==> config.mk <==
export PLATFORM = sky130hd
export DESIGN_NAME = md_unit
export DESIGN_NICKNAME = d
export VERILOG_FILES = /design/src/rtl/md_unit.sv
export SDC_FILE = /design/constraint.sdc
export NUM_CORES = 1
export LEC_CHECK = 0
export CAP_MARGIN = 5
export CORE_UTILIZATION = 30
export DETAILED_ROUTE_END_ITERATION = 8
export HOLD_SLACK_MARGIN = 0.05
export PLACE_DENSITY_LB_ADDON = 0.08
export SLEW_MARGIN = 25
export SYNTH_ARGS = -nofsm -noshare
export SYNTH_HDL_FRONTEND = slang
export SYNTH_SLANG_ARGS = --single-unit
==> constraint.sdc <==
create_clock -name clk -period 5 [get_ports clk]
set_clock_uncertainty 0.2 [all_clocks]
set_input_delay 1.25 -clock clk [delete_from_list [all_inputs] [get_ports clk]]
set_output_delay 1.25 -clock clk [all_outputs]
set_load 0.02 [all_outputs]
==> src/rtl/md_unit.sv <==
// ============================================================================
// Module      : md_unit
// Description : Iterative 32-bit multiply/divide unit with HI/LO registers.
// Revision    : 1.0 - initial release
// ============================================================================
`default_nettype none

module md_unit (
  input  logic        clk,
  input  logic        rst_n,
  input  logic        start,
  input  logic [1:0]  MDop,
  input  logic [31:0] A,
  input  logic [31:0] B,
  input  logic        hi_we,
  input  logic        lo_we,
  input  logic [31:0] wd,
  output logic [31:0] hi,
  output logic [31:0] lo,
  output logic        busy,
  output logic        done
);

  typedef enum logic [1:0] {
    S_IDLE = 2'd0,
    S_CALC = 2'd1,
    S_FIN  = 2'd2
  } state_t;

  localparam logic [4:0] c_LAST_ITER = 5'd31;

  state_t      r_state;
  state_t      w_state_nxt;
  logic [4:0]  r_cnt;
  logic        r_is_div;
  logic        r_neg;
  logic        r_sign_a;
  logic        r_bzero;
  logic [31:0] r_bmag;
  logic [31:0] r_acc_hi;
  logic [31:0] r_acc_lo;
  logic [31:0] r_hi;
  logic [31:0] r_lo;
  logic        r_busy;
  logic        r_done;

  logic        w_signed;
  logic [31:0] w_a_mag;
  logic [31:0] w_b_mag;
  logic [32:0] w_mul_sum;
  logic [32:0] w_div_shift;
  logic        w_div_ok;
  logic [31:0] w_div_rem;
  logic [63:0] w_prod;
  logic [63:0] w_prod_fix;
  logic [31:0] w_quo_fix;
  logic [31:0] w_rem_fix;

  assign hi   = r_hi;
  assign lo   = r_lo;
  assign busy = r_busy;
  assign done = r_done;

  always_comb begin
    w_state_nxt = r_state;
    case (r_state)
      S_IDLE:  if (start) w_state_nxt = S_CALC;
      S_CALC:  if (r_cnt == c_LAST_ITER) w_state_nxt = S_FIN;
      S_FIN:   w_state_nxt = S_IDLE;
      default: w_state_nxt = S_IDLE;
    endcase
  end

  // MULT and DIV (even opcodes) iterate on operand magnitudes
  assign w_signed = ~MDop[0];
  assign w_a_mag  = (w_signed && A[31]) ? -A : A;
  assign w_b_mag  = (w_signed && B[31]) ? -B : B;

  // Shift-add: {acc_hi, acc_lo} holds partial product / remaining multiplier
  assign w_mul_sum = {1'b0, r_acc_hi} + (r_acc_lo[0] ? {1'b0, r_bmag} : 33'd0);

  // Restoring divide: acc_hi is the remainder, acc_lo shifts dividend out and quotient in
  assign w_div_shift = {r_acc_hi, r_acc_lo[31]};
  assign w_div_ok    = (w_div_shift >= {1'b0, r_bmag});
  assign w_div_rem   = w_div_shift[31:0] - r_bmag;

  assign w_prod     = {r_acc_hi, r_acc_lo};
  assign w_prod_fix = r_neg ? -w_prod : w_prod;
  // A zero divisor leaves |A| as remainder, so sign-correcting it restores A
  assign w_quo_fix  = r_bzero ? 32'hFFFF_FFFF : (r_neg ? -r_acc_lo : r_acc_lo);
  assign w_rem_fix  = r_sign_a ? -r_acc_hi : r_acc_hi;

  always_ff @(posedge clk) begin
    if (!rst_n) begin
      r_state  <= S_IDLE;
      r_cnt    <= 5'd0;
      r_is_div <= 1'b0;
      r_neg    <= 1'b0;
      r_sign_a <= 1'b0;
      r_bzero  <= 1'b0;
      r_bmag   <= 32'd0;
      r_acc_hi <= 32'd0;
      r_acc_lo <= 32'd0;
      r_hi     <= 32'd0;
      r_lo     <= 32'd0;
      r_busy   <= 1'b0;
      r_done   <= 1'b0;
    end else begin
      r_state <= w_state_nxt;
      r_busy  <= (w_state_nxt != S_IDLE);
      r_done  <= (r_state == S_FIN);
      case (r_state)
        S_IDLE: begin
          if (hi_we) r_hi <= wd;
          if (lo_we) r_lo <= wd;
          if (start) begin
            r_cnt    <= 5'd0;
            r_is_div <= MDop[1];
            r_neg    <= w_signed & (A[31] ^ B[31]);
            r_sign_a <= w_signed & A[31];
            r_bzero  <= (B == 32'd0);
            r_bmag   <= w_b_mag;
            r_acc_hi <= 32'd0;
            r_acc_lo <= w_a_mag;
          end
        end
        S_CALC: begin
          r_cnt <= r_cnt + 5'd1;
          if (r_is_div) begin
            r_acc_hi <= w_div_ok ? w_div_rem : w_div_shift[31:0];
            r_acc_lo <= {r_acc_lo[30:0], w_div_ok};
          end else begin
            r_acc_hi <= w_mul_sum[32:1];
            r_acc_lo <= {w_mul_sum[0], r_acc_lo[31:1]};
          end
        end
        S_FIN: begin
          if (r_is_div) begin
            r_hi <= w_rem_fix;
            r_lo <= w_quo_fix;
          end else begin
            r_hi <= w_prod_fix[63:32];
            r_lo <= w_prod_fix[31:0];
          end
        end
        default: ;
      endcase
    end
  end

endmodule

`default_nettype wire

==> metrics.csv, run 1 <==
stage,metric,value,unit
synthesis,yosys_register_bits,173,
synthesis,synthesis.instances,1975,
timing,finalSetupViolCount,0,
clock_tree,setup_fix_bufs_post_cts,0,
floorplan,die_width,221.1,µm
timing,whs,0.2532,ns
grt,grt_antenna_before_repair,1,
synthesis,synth.top_cell.area_share,24.05,%
clock_tree,ctsHoldBuffers,0,
cells_and_area,fin_nets,2263,
timing,grt_setup_unrepaired,no,
synthesis,synth_async_sr_flop_share,0,%
power,power.density,253.1,mW/mm²
floorplan,io_pins,169,
clock_tree,number_of_buffers_created_by_cts,17,
synthesis,synth.distinct_cells,88,
grt,global_route_wire_length_before_repair,91820,µm
cells_and_area,num_antenna_cells,0,
grt,grt_pass1_vias,14640,
setup_path,worstPathRequired,5.17,ns
timing,final_max_slew_viol_count,0,
clock_tree,clock-root-buffer,sky130_fd_sc_hd__clkbuf_16,
worst_hold_path,min_path_type,reg2reg,
setup_path,r2r-start,r_acc_lo[0],
setup_path,rrSetupSlack,0.93,ns
synthesis,seq_area_frac_synth,24.05,%
timing,timing.max_slew.rel_slack,35.55,%
floorplan,design.die.area,0.04888,mm²
setup_path,crit_type,in2reg,
synthesis,leading_cell_types_by_total_area_after_synthesis,"sky130_fd_sc_hd__dfxtp_1 24%, sky130_fd_sc_hd__a21oi_1 6.2%, sky130_fd_sc_hd__ha_1 6.1%, sky130_fd_sc_hd__nor2_1 5.9%, sky130_fd_sc_hd__xnor2_1 5.4%",
placed_design,gp_congestion,0.8837,
timing,timing.final.crit_share,82.51,%
setup_path,worstPathArrival,4.29,ns
detailed_routing,drt-total-wl,60460,µm
detailed_routing,drt_drc_violations_left,0,
detailed_routing,routed-via-count,15280,
grt,pin_count_of_the_biggest_net_entering_global_routing,60,
synthesis,synth_top_cell_by_area,sky130_fd_sc_hd__dfxtp_1,
clock_tree,clkSlewWorstSetupHoldPaths,0.08,ns
floorplan,floorplan.core_area,0.04695,mm²
synthesis,syn_area,0.01440,mm²
timing,minimum_clock_period_after_layout,4.125,ns
detailed_routing,avgRoutedWirePerCell,22.33,µm
detailed_routing,drtIter0Drc,1400,
clock_tree,htreeDepth,4,
grt,globalRouteTotalUtil,24.60,%
timing,timing.fmax,242.4,MHz
clock_tree,clk_latency,0.50,ns
floorplan,die-height,221.1,µm
timing,worstMarginPinSlew,0.9667,ns
grt,grt_remaining_overflow,0,
synthesis,postSynth.topFlopCell,sky130_fd_sc_hd__dfxtp_1,
setup_path,regToRegEndpoint,r_acc_hi[30],
synthesis,synth_edf_count,0,
floorplan,placement_rows,79,
placed_design,dp_hpwl,46810,µm
timing,hold_vio_cnt_final,0,
cells_and_area,areaGrowthSynthToFinish,20.12,%
placed_design,port_buffers,168,
worst_hold_path,hold-path-endpoint,lo[30],
power,vdd.ir_drop.worst,0.0002167,V
worst_hold_path,hold_path_startpoint,lo[30],
power,leakage_power,6.634,nW
clock_tree,ctsLongestPathBuffers,2,
synthesis,yosys_warnings,0,
cells_and_area,fill_cells,5064,
timing,finalSetupTns,0,ns
run,timing.max_cap.violations,0,
status,status,completed,
synthesis,synth.avg_cell_area,7.291,µm²
detailed_routing,vias_per_cell,5.644,
setup_path,worstSetupStartpointType,input port,
clock_tree,post_cts_resize_count,0,
detailed_routing,antenna_violating_nets_post_route,0,
worst_hold_path,worstHoldPathCells,2,
floorplan,initial_core_utilization,30.67,%
setup_path,timing.critical_path.to_type,register,
synthesis,synth_nets,2150,
clock_tree,cts_tree,done,
detailed_routing,drt-pass1-iter-count,5,
setup_path,rr_worst_depth,13,
setup_path,critical_path_peak_fanout,6,
cells_and_area,drive_gt1_share,5.474,%
clock_tree,clock_sink_count,173,
worst max path at each step:
stage / to / startpoint
floorplan: r_acc_lo[24] / A[4]
global placement: r_acc_lo[27] / A[4]
detailed placement: r_acc_lo[25] / A[2]
CTS: r_acc_lo[25] / A[2]
global route: r_acc_lo[25] / A[4]
finish: r_acc_lo[25] / A[2]
per-layer routing:
metal	vias up	global-route usage [%]	part of all wire (%)
met5	-	0	0
met1	7310	32.54	46
met3	67	4.116	4.8
met2	445	39.72	46
li1	7461	-	-
met4	0	9.700	3.1
power by group:
group	leakage, nW	internal (W)	switching, W	total, W
Sequential	1.42	0.00147	0.000114	0.00158
Combinational	4.93	0.000539	0.000841	0.00138
Clock	0.282	0.000708	0.000707	0.00142
cell type report:
cell class | instances | area, µm² | share of cell area (%)
clock buffers | 19 | 432.9 | 2.503
inverters | 91 | 342.8 | 1.982
well taps | 607 | 759.5 | 4.391
flip-flops and latches | 173 | 3465 | 20.03
repair buffers | 212 | 2012 | 11.63
clock inverters | 13 | 148.9 | 0.8608
multi-input cells | 1593 | 10140 | 58.60
cell usage after synthesis (all sizes together), types with 6 or more instances:
cell,n
a22oi,16
or4,13
or2,10
xor2,67
o221ai,30
o21a,12
nand2b,17
and3,10
nand4b,6
nand3,46
mux2i,35
a31oi,26
and2,15
nor2b,11
nor2,229
or3,28
xnor2,89
a211oi,61
a41oi,6
a21oi,179
o41ai,12
nor3,47
a221oi,8
o21ai,137
o31ai,35
nand2,194
clkbuf,95
o21bai,6
inv,91
a32oi,6
buf,23
a311oi,6
nor4,16
ha,70
o211ai,31
dfxtp,173
a22o,7
nand4,21
a21o,31
cell usage in the layout (no fill, tap or decap), types with 6 or more instances in the layout:
master | synthesis | final
sky130_fd_sc_hd__a21o_1 | 31 | 31
sky130_fd_sc_hd__a21oi_1 | 177 | 176
sky130_fd_sc_hd__nand3_1 | 46 | 46
sky130_fd_sc_hd__ha_1 | 70 | 70
sky130_fd_sc_hd__mux2i_1 | 35 | 35
sky130_fd_sc_hd__or3_1 | 27 | 27
sky130_fd_sc_hd__o41ai_1 | 11 | 11
sky130_fd_sc_hd__a211oi_1 | 60 | 60
sky130_fd_sc_hd__o211ai_1 | 31 | 31
sky130_fd_sc_hd__and3_1 | 10 | 10
sky130_fd_sc_hd__nor4_1 | 13 | 13
sky130_fd_sc_hd__a31oi_1 | 26 | 26
sky130_fd_sc_hd__nor2b_1 | 11 | 9
sky130_fd_sc_hd__o31ai_1 | 33 | 33
sky130_fd_sc_hd__xnor2_1 | 89 | 89
sky130_fd_sc_hd__or2_2 | 9 | 9
sky130_fd_sc_hd__dfxtp_1 | 173 | 172
sky130_fd_sc_hd__a22oi_1 | 16 | 16
sky130_fd_sc_hd__buf_4 | 1 | 44
sky130_fd_sc_hd__nor3_1 | 46 | 46
sky130_fd_sc_hd__o21bai_1 | 6 | 6
sky130_fd_sc_hd__clkbuf_16 | 0 | 17
sky130_fd_sc_hd__nand2_1 | 192 | 192
sky130_fd_sc_hd__and2_1 | 15 | 15
sky130_fd_sc_hd__nand2b_1 | 17 | 17
sky130_fd_sc_hd__xor2_1 | 67 | 67
sky130_fd_sc_hd__nand4b_1 | 6 | 6
sky130_fd_sc_hd__or4_1 | 12 | 12
sky130_fd_sc_hd__nand4_1 | 20 | 20
sky130_fd_sc_hd__o21a_1 | 12 | 12
sky130_fd_sc_hd__o221ai_1 | 30 | 30
sky130_fd_sc_hd__a32oi_1 | 6 | 6
sky130_fd_sc_hd__o21ai_0 | 132 | 132
sky130_fd_sc_hd__nor2_1 | 227 | 225
sky130_fd_sc_hd__a221oi_1 | 8 | 8
sky130_fd_sc_hd__inv_1 | 90 | 89
sky130_fd_sc_hd__clkdlybuf4s50_1 | 0 | 168
sky130_fd_sc_hd__a22o_1 | 7 | 7
registers in the layout (all words and copies together), names as in the netlist:
signal	flops
r_acc_hi	32
r_bmag	32
r_bzero	1
done	1
r_cnt	5
r_acc_lo	32
hi	32
lo	32
r_state	2
busy	1
r_is_div	1
r_sign_a	1
r_neg	1
through the flow:
step / utilization, % / setup slack (ns) / cells / power [W] / area [µm²]
final: 36.84 / 0.8746 / 2708 / 0.004378 / 17300
after global routing: 36.84 / 0.6167 / 2708 / 0.004615 / 17300
after CTS: 36.84 / 0.9581 / 2708 / 0.004417 / 17300
after detailed placement: 35.60 / 0.4014 / 2676 / 0.002985 / 16720
after global placement: 35.59 / 0.4948 / 2676 / 0.002985 / 16710
after floorplan: - / 1.395 / 1975 / 0.002455 / 14400
critical path: stages:
cell and delay [ns]:
sky130_fd_sc_hd__clkdlybuf4s50_1 0.48, sky130_fd_sc_hd__or4_1 0.58, sky130_fd_sc_hd__nor4_2 0.43, sky130_fd_sc_hd__nand4_1 0.24
sky130_fd_sc_hd__nor3_1 0.59, sky130_fd_sc_hd__a21oi_1 0.18, sky130_fd_sc_hd__xor2_1 0.17, sky130_fd_sc_hd__a221oi_1 0.29
sky130_fd_sc_hd__nor2_1 0.06
cells by family after synthesis:
kind of cell / share of synthesized area [%]
adders and majority gates: 6.360
buffers and inverters: 5.752
muxes: 2.433
and+or+nand+nor: 21.97
xor gates and xnor gates: 9.488
DFF: 24.05
AOI/OAI and AO/OA: 29.94
(Power assumes the default switching activity.)
==> inputs of run 2 (changes only) <==
Clock period 5 ns to 4.2 ns, I/O delays scaled along.
==> run 2 against run 1 <==
Critical path depth increased by 5. Combinational power up 22%. Global-route usage down 0.11 points. Cell area increased by 1.7%. Flip-flop and latch count did not move. Non-clock buffer count increased by 42. Register-to-register slack lost 0.64 ns. Count of clock-buffer cells in the layout rose by 3. Sequential share of layout area fell by 0.33 points. Sequential power rose by 18%. Worst hold slack better by 0.0014 ns. Via count up 1.3%.
==> metrics.csv, run 2 (synthesis gave the netlist of run 1 again) <==
stage,metric,value,unit,change
status,status,completed,,
timing,final_max_slew_viol_count,0,,unchanged
timing,worstMarginPinSlew,0.8446,ns,-0.1222 ns
floorplan,initial_core_utilization,30.67,%,unchanged
clock_tree,post_cts_resize_count,0,,unchanged
setup_path,worstPathArrival,4.10,ns,-0.19 ns
grt,grt_pass1_vias,14800,,+1.1%
detailed_routing,drt_drc_violations_left,0,,unchanged
placed_design,setup_ws_pre_cts,0.2409,ns,-0.1605 ns
grt,pin_count_of_the_biggest_net_entering_global_routing,67,,+12%
timing,finalSetupTns,0,ns,unchanged
timing,finalSetupViolCount,0,,unchanged
timing,timing.fmax,255.7,MHz,
grt,global_route_wire_length_before_repair,92290,µm,+0.51%
clock_tree,setup_fix_bufs_post_cts,0,,unchanged
grt,grt_remaining_overflow,0,,unchanged
grt,globalRouteMet1Util,32.70,%,+0.16 points
clock_tree,number_of_buffers_created_by_cts,17,,unchanged
timing,timing.final.crit_share,93.12,%,
clock_tree,clock-root-buffer,sky130_fd_sc_hd__clkbuf_16,,
clock_tree,clk_latency,0.47,ns,-0.03 ns
run,timing.max_cap.violations,0,,unchanged
clock_tree,htreeDepth,4,,unchanged
cells_and_area,final_common_cell,sky130_fd_sc_hd__nor2_1,,
placed_design,port_buffers,168,,unchanged
cells_and_area,areaGrowthSynthToFinish,22.14,%,
setup_path,rrSetupSlack,0.29,ns,-0.64 ns
placed_design,numPlacedInstances,2718,,+1.6%
detailed_routing,drtIter0Drc,1419,,+1.4%
grt,grt_antenna_before_repair,3,,+2
setup_path,critical_path_peak_fanout,6,,unchanged
cells_and_area,drive_gt1_share,7.190,%,+1.7 points
clock_tree,cts_tree,done,,
power,total_power,0.005139,W,+17%
cells_and_area,num_antenna_cells,0,,unchanged
clock_tree,ctsLongestPathBuffers,2,,unchanged
grt,use_met2,40.42,%,+0.70 points
timing,setup_ws,0.2888,ns,-0.5858 ns
detailed_routing,antenna_violating_nets_post_route,0,,unchanged
detailed_routing,drt-total-wl,60550,µm,+0.15%
worst_hold_path,min_path_type,reg2reg,,
cells_and_area,fin_nets,2305,,+1.9%
cells_and_area,post_layout_nonfiller_instances,2749,,+1.5%
detailed_routing,drt-pass1-iter-count,7,,+2
grt,globalRouteTotalUtil,24.48,%,-0.11 points
timing,hold_vio_cnt_final,0,,unchanged
grt,grt_busiest_layer,met2,,
detailed_routing,routed-via-count,15480,,+1.3%
detailed_routing,vias_per_cell,5.630,,-0.25%
clock_tree,clkSlewWorstSetupHoldPaths,0.07,ns,about the same
power,power.density,292.2,mW/mm²,+15%
power,vdd.ir_drop.worst,0.0002754,V,+27%
floorplan,floorplan.core_area,0.04695,mm²,unchanged
floorplan,placement_rows,79,,unchanged
cells_and_area,mostFrequentLayoutCells,"225 x sky130_fd_sc_hd__nor2_1, 192 x sky130_fd_sc_hd__nand2_1, 176 x sky130_fd_sc_hd__a21oi_1",,
timing,whs,0.2545,ns,+0.001365 ns
timing,minimum_clock_period_after_layout,3.911,ns,
grt,gr-usage-met3,3.081,%,-1.0 points
setup_path,timing.critical_path.to_type,register,,
floorplan,die-height,221.1,µm,unchanged
floorplan,design.die.area,0.04888,mm²,unchanged
timing,timing.max_slew.rel_slack,43.36,%,+7.8 points
cells_and_area,fill_cells,5017,,-0.93%
setup_path,worstPathRequired,4.39,ns,-0.78 ns
floorplan,io_pins,169,,unchanged
clock_tree,clock_sink_count,173,,unchanged
setup_path,worstSetupStartpointType,register,,
setup_path,crit_type,reg2reg,,
floorplan,die_width,221.1,µm,unchanged
clock_tree,ctsHoldBuffers,0,,unchanged
timing,grt_setup_unrepaired,no,,
power,leakage_power,6.826,nW,+2.9%
placed_design,gp_congestion,0.9269,,+4.9%
placed_design,dp_hpwl,47800,µm,+2.1%
detailed_routing,avgRoutedWirePerCell,22.03,µm,-1.3%
-- run 2: critical path, stage by stage (launching register included) --
cell and delay, ns:
sky130_fd_sc_hd__dfxtp_1 0.32, sky130_fd_sc_hd__buf_4 0.16, sky130_fd_sc_hd__nand2_1 0.11, sky130_fd_sc_hd__inv_1 0.05, sky130_fd_sc_hd__ha_1 0.28, sky130_fd_sc_hd__a211oi_1 0.40, sky130_fd_sc_hd__o21ai_0 0.29, sky130_fd_sc_hd__a311oi_1 0.70
sky130_fd_sc_hd__o22ai_1 0.18, sky130_fd_sc_hd__buf_4 0.20, sky130_fd_sc_hd__o211ai_1 0.36, sky130_fd_sc_hd__o31ai_1 0.11, sky130_fd_sc_hd__buf_4 0.16, sky130_fd_sc_hd__mux2i_1 0.11, sky130_fd_sc_hd__a211oi_1 0.19
-- run 2: stage by stage --
stage	area (µm²)	util (%)
global placement	17040	36.29
floorplan	14400	-
detailed placement	17040	36.29
global route	17590	37.46
finish	17590	37.46
CTS	17580	37.45
-- run 2: path summary, 6_finish.rpt --
| check | startpoint | end | cells past startpoint |
|---|---|---|---|
| worst max-delay path | r_acc_lo[0] | r_acc_hi[30] | 14 |
| worst min-delay path | lo[22] | lo[22] | 2 |
| worst min register to register | lo[22] | lo[22] | 2 |
| worst max register to register | r_acc_lo[0] | r_acc_hi[30] | 14 |
-- run 2: where the power goes --
group          switching, W  leakage, nW  internal (W)
clock network      0.000758        0.249      0.000830
registers          0.000125         1.42       0.00175
logic               0.00101         5.16      0.000662
-- run 2: final cells by class --
type / instances / area, µm² / area share, %
multi-input combinational: 1593 / 10140 / 57.64
sequential: 173 / 3465 / 19.70
timing repair buffer: 254 / 2340 / 13.30
tap: 607 / 759.5 / 4.318
clock buffer: 22 / 454.2 / 2.582
inverter: 91 / 342.8 / 1.949
clock inverter: 9 / 90.09 / 0.5122
-- run 2: per-layer routing --
metal,vias to the layer above,wire length (µm)
met5,-,13
met4,2,1855
met3,66,3004
met2,473,27830
met1,7413,27850
li1,7522,-
==> inputs of run 3 (changes only) <==
Settings changed: CORE_ASPECT_RATIO set to 1.75, PLACE_DENSITY set to 0.49, PLACE_DENSITY_LB_ADDON 0.08 to unset, SETUP_SLACK_MARGIN set to 0.3.
==> run 3 against run 2 <==
First-iteration DRC count down 33%. Die area hardly changed. Sequential share of layout area fell by 0.33 points. Total power grew 4.9%. Worst setup slack better by 0.18 ns. Routed wire length up 8.4%. Largest cell class unchanged. Highest routed layer is now met4.
==> metrics.csv, run 3 (synthesis gave the netlist of run 1 again) <==
stage,metric,value,unit,change
setup_path,crit_chain,inv_1 > ha_1 > nand2_2 > or3_4 > or4_1 > a41oi_2 > o31a_2 > nor3_1 > a222oi_1 > o21ai_1,,
power,total_switching_power,0.002003,W,+5.6%
clock_tree,clock-root-buffer,sky130_fd_sc_hd__clkbuf_16,,
placed_design,gp_congestion,0.9790,,+5.6%
grt,grt_pass1_vias,15990,,+8.0%
worst_hold_path,min_path_type,reg2reg,,
power,leakage_power,7.040,nW,+3.1%
detailed_routing,route.met2.wl,35980,µm,+29%
detailed_routing,detail_route.wirelength.met1,21950,µm,-21%
grt,global_route_wire_length_before_repair,98280,µm,+6.5%
grt,grt_antenna_before_repair,0,,-3
cells_and_area,num_antenna_cells,0,,unchanged
timing,finalSetupViolCount,0,,unchanged
detailed_routing,vias_per_cell,5.724,,+1.7%
power,power.sequential.fraction,34.6,%,-1.9 points
grt,pin_count_of_the_biggest_net_entering_global_routing,59,,-12%
floorplan,io_pins,169,,unchanged
detailed_routing,routed-via-count,15820,,+2.2%
cells_and_area,final_common_cell,sky130_fd_sc_hd__nor2_1,,
timing,timing.final.crit_share,88.87,%,-4.3 points
floorplan,design.die.area,0.04892,mm²,about the same
timing,whs,0.2523,ns,-0.002275 ns
clock_tree,clkSlewWorstSetupHoldPaths,0.08,ns,about the same
power,vdd.ir_drop.worst,0.0003057,V,+11%
power,p_int,0.003388,W,+4.5%
power,clock_power_share,32.5,%,+1.6 points
status,status,completed,,
cells_and_area,fin_nets,2338,,+1.4%
timing,timing.fmax,267.9,MHz,+4.8%
floorplan,die-height,291.8,µm,+32%
placed_design,placement.cell_area,0.01727,mm²,+1.4%
setup_path,timing.critical_path.to_type,register,,
timing,timing.max_slew.rel_slack,41.61,%,-1.7 points
setup_path,critical_path_peak_fanout,13,,+7
power,power.share.combinational,32.9,%,+0.3 points
setup_path,worstSetupStartpointType,register,,
clock_tree,ctsLongestPathBuffers,2,,unchanged
setup_path,slowest_stage,sky130_fd_sc_hd__or4_1,,
cells_and_area,stdcell_area,0.01789,mm²,+1.7%
timing,worstMarginPinSlew,0.8758,ns,+0.03125 ns
cells_and_area,drive_gt1_share,8.732,%,+1.5 points
clock_tree,cts_tree,done,,
cells_and_area,fill_cells,4965,,-1.0%
detailed_routing,avgRoutedWirePerCell,23.75,µm,+7.8%
setup_path,worstPathArrival,3.87,ns,-0.23 ns
floorplan,placement_rows,105,,+33%
setup_path,crit_type,reg2reg,,
detailed_routing,drt-total-wl,65650,µm,+8.4%
setup_path,worstPathRequired,4.34,ns,-0.05 ns
clock_tree,htreeDepth,4,,unchanged
grt,globalRouteTotalUtil,26.91,%,+2.4 points
detailed_routing,wl_met3,1939,µm,-35%
clock_tree,clk_latency,0.47,ns,about the same
cells_and_area,areaGrowthSynthToFinish,24.21,%,
placed_design,dp_hpwl,52670,µm,+10%
floorplan,initial_core_utilization,30.53,%,-0.14 points
timing,hold_vio_cnt_final,0,,unchanged
grt,grt_remaining_overflow,0,,unchanged
detailed_routing,drt_drc_violations_left,0,,unchanged
run,timing.max_cap.violations,0,,unchanged
power,switching_share,37.15,%,+0.24 points
timing,minimum_clock_period_after_layout,3.733,ns,-0.1786 ns
floorplan,floorplan.core_area,0.04716,mm²,+0.45%
timing,finalSetupTns,0,ns,unchanged
placed_design,port_buffers,168,,unchanged
clock_tree,clock_sink_count,173,,unchanged
detailed_routing,drtIter0Drc,948,,-33%
setup_path,slowest_delay,0.58,ns,-0.12 ns
detailed_routing,drt-pass1-iter-count,5,,-2
floorplan,die_width,167.6,µm,-24%
timing,final_max_slew_viol_count,0,,unchanged
clock_tree,number_of_buffers_created_by_cts,17,,unchanged
power,power.density,301.4,mW/mm²,+3.2%
timing,grt_setup_unrepaired,no,,
cells_and_area,mostFrequentLayoutCells,"225 x sky130_fd_sc_hd__nor2_1, 192 x sky130_fd_sc_hd__nand2_1, 177 x sky130_fd_sc_hd__a21oi_1",,
detailed_routing,top_signal_layer_used,met4,,
detailed_routing,antenna_violating_nets_post_route,0,,unchanged
run 3: worst max-delay path: cells and delay by family, from the launching register on:
| kind | cells | cell delay (ns) |
|---|---|---|
| buffers and inverters | 1 | 0.16 |
| adders and majority gates | 1 | 0.49 |
| AOI/OAI and AO/OA | 4 | 1.07 |
| and+or+nand+nor | 4 | 1.34 |
| DFF | 1 | 0.33 |
run 3: power by group through the flow:
stage	Clock [W]	Sequential, W	Combinational (W)
2_1_floorplan	0	0.00190	0.00102
3_3_place_gp	0	0.00190	0.00176
3_5_place_dp	0	0.00190	0.00177
4_1_cts	0.00180	0.00186	0.00177
5_1_grt	0.00186	0.00188	0.00191
6_report	0.00175	0.00186	0.00177
run 3: path summary, 6_finish.rpt:
| path | cells past startpoint | slack, ns | end | from |
|---|---|---|---|---|
| max | 10 | 0.47 | r_acc_hi[23] | r_bmag[22] |
| min | 2 | 0.25 | r_bmag[26] | r_bmag[26] |
| max reg2reg | 10 | 0.47 | r_acc_hi[23] | r_bmag[22] |
| min reg2reg | 2 | 0.25 | r_bmag[26] | r_bmag[26] |
run 3: what timing repair did:
| action | 4_1_cts | 5_1_grt |
|---|---|---|
| gates resized for setup | 0 | 2 |
| endpoints found under the setup margin | 0 | 2 |
| hold buffers | 0 | 0 |
| buffers inserted | 0 | 0 |
run 3: layout make-up:
cell class	instances	area (µm²)	area share, %
inverters	91	342.8	1.917
clock buffers	19	432.9	2.420
clock inverters	13	175.2	0.9794
well taps	588	735.7	4.113
flip-flops and latches	173	3465	19.37
multi-input cells	1593	10130	56.66
repair buffers	287	2600	14.54
run 3: metrics by stage:
step | util (%) | total power (W) | cells | setup slack (ns)
after detailed placement | 36.62 | 0.003669 | 2732 | 0.09795
after floorplan | - | 0.002922 | 1975 | 0.7954
final | 37.92 | 0.005391 | 2764 | 0.4673
after global placement | 36.62 | 0.003660 | 2732 | 0.1303
after CTS | 37.91 | 0.005439 | 2764 | 0.4990
after global routing | 37.92 | 0.005646 | 2764 | 0.3180
run 3: metal layers:
metal / global-route usage [%] / vias up
met5: 0 / -
met4: 21.95 / 0
met3: 2.724 / 188
met2: 52.68 / 462
met1: 24.71 / 7574
li1: - / 7598
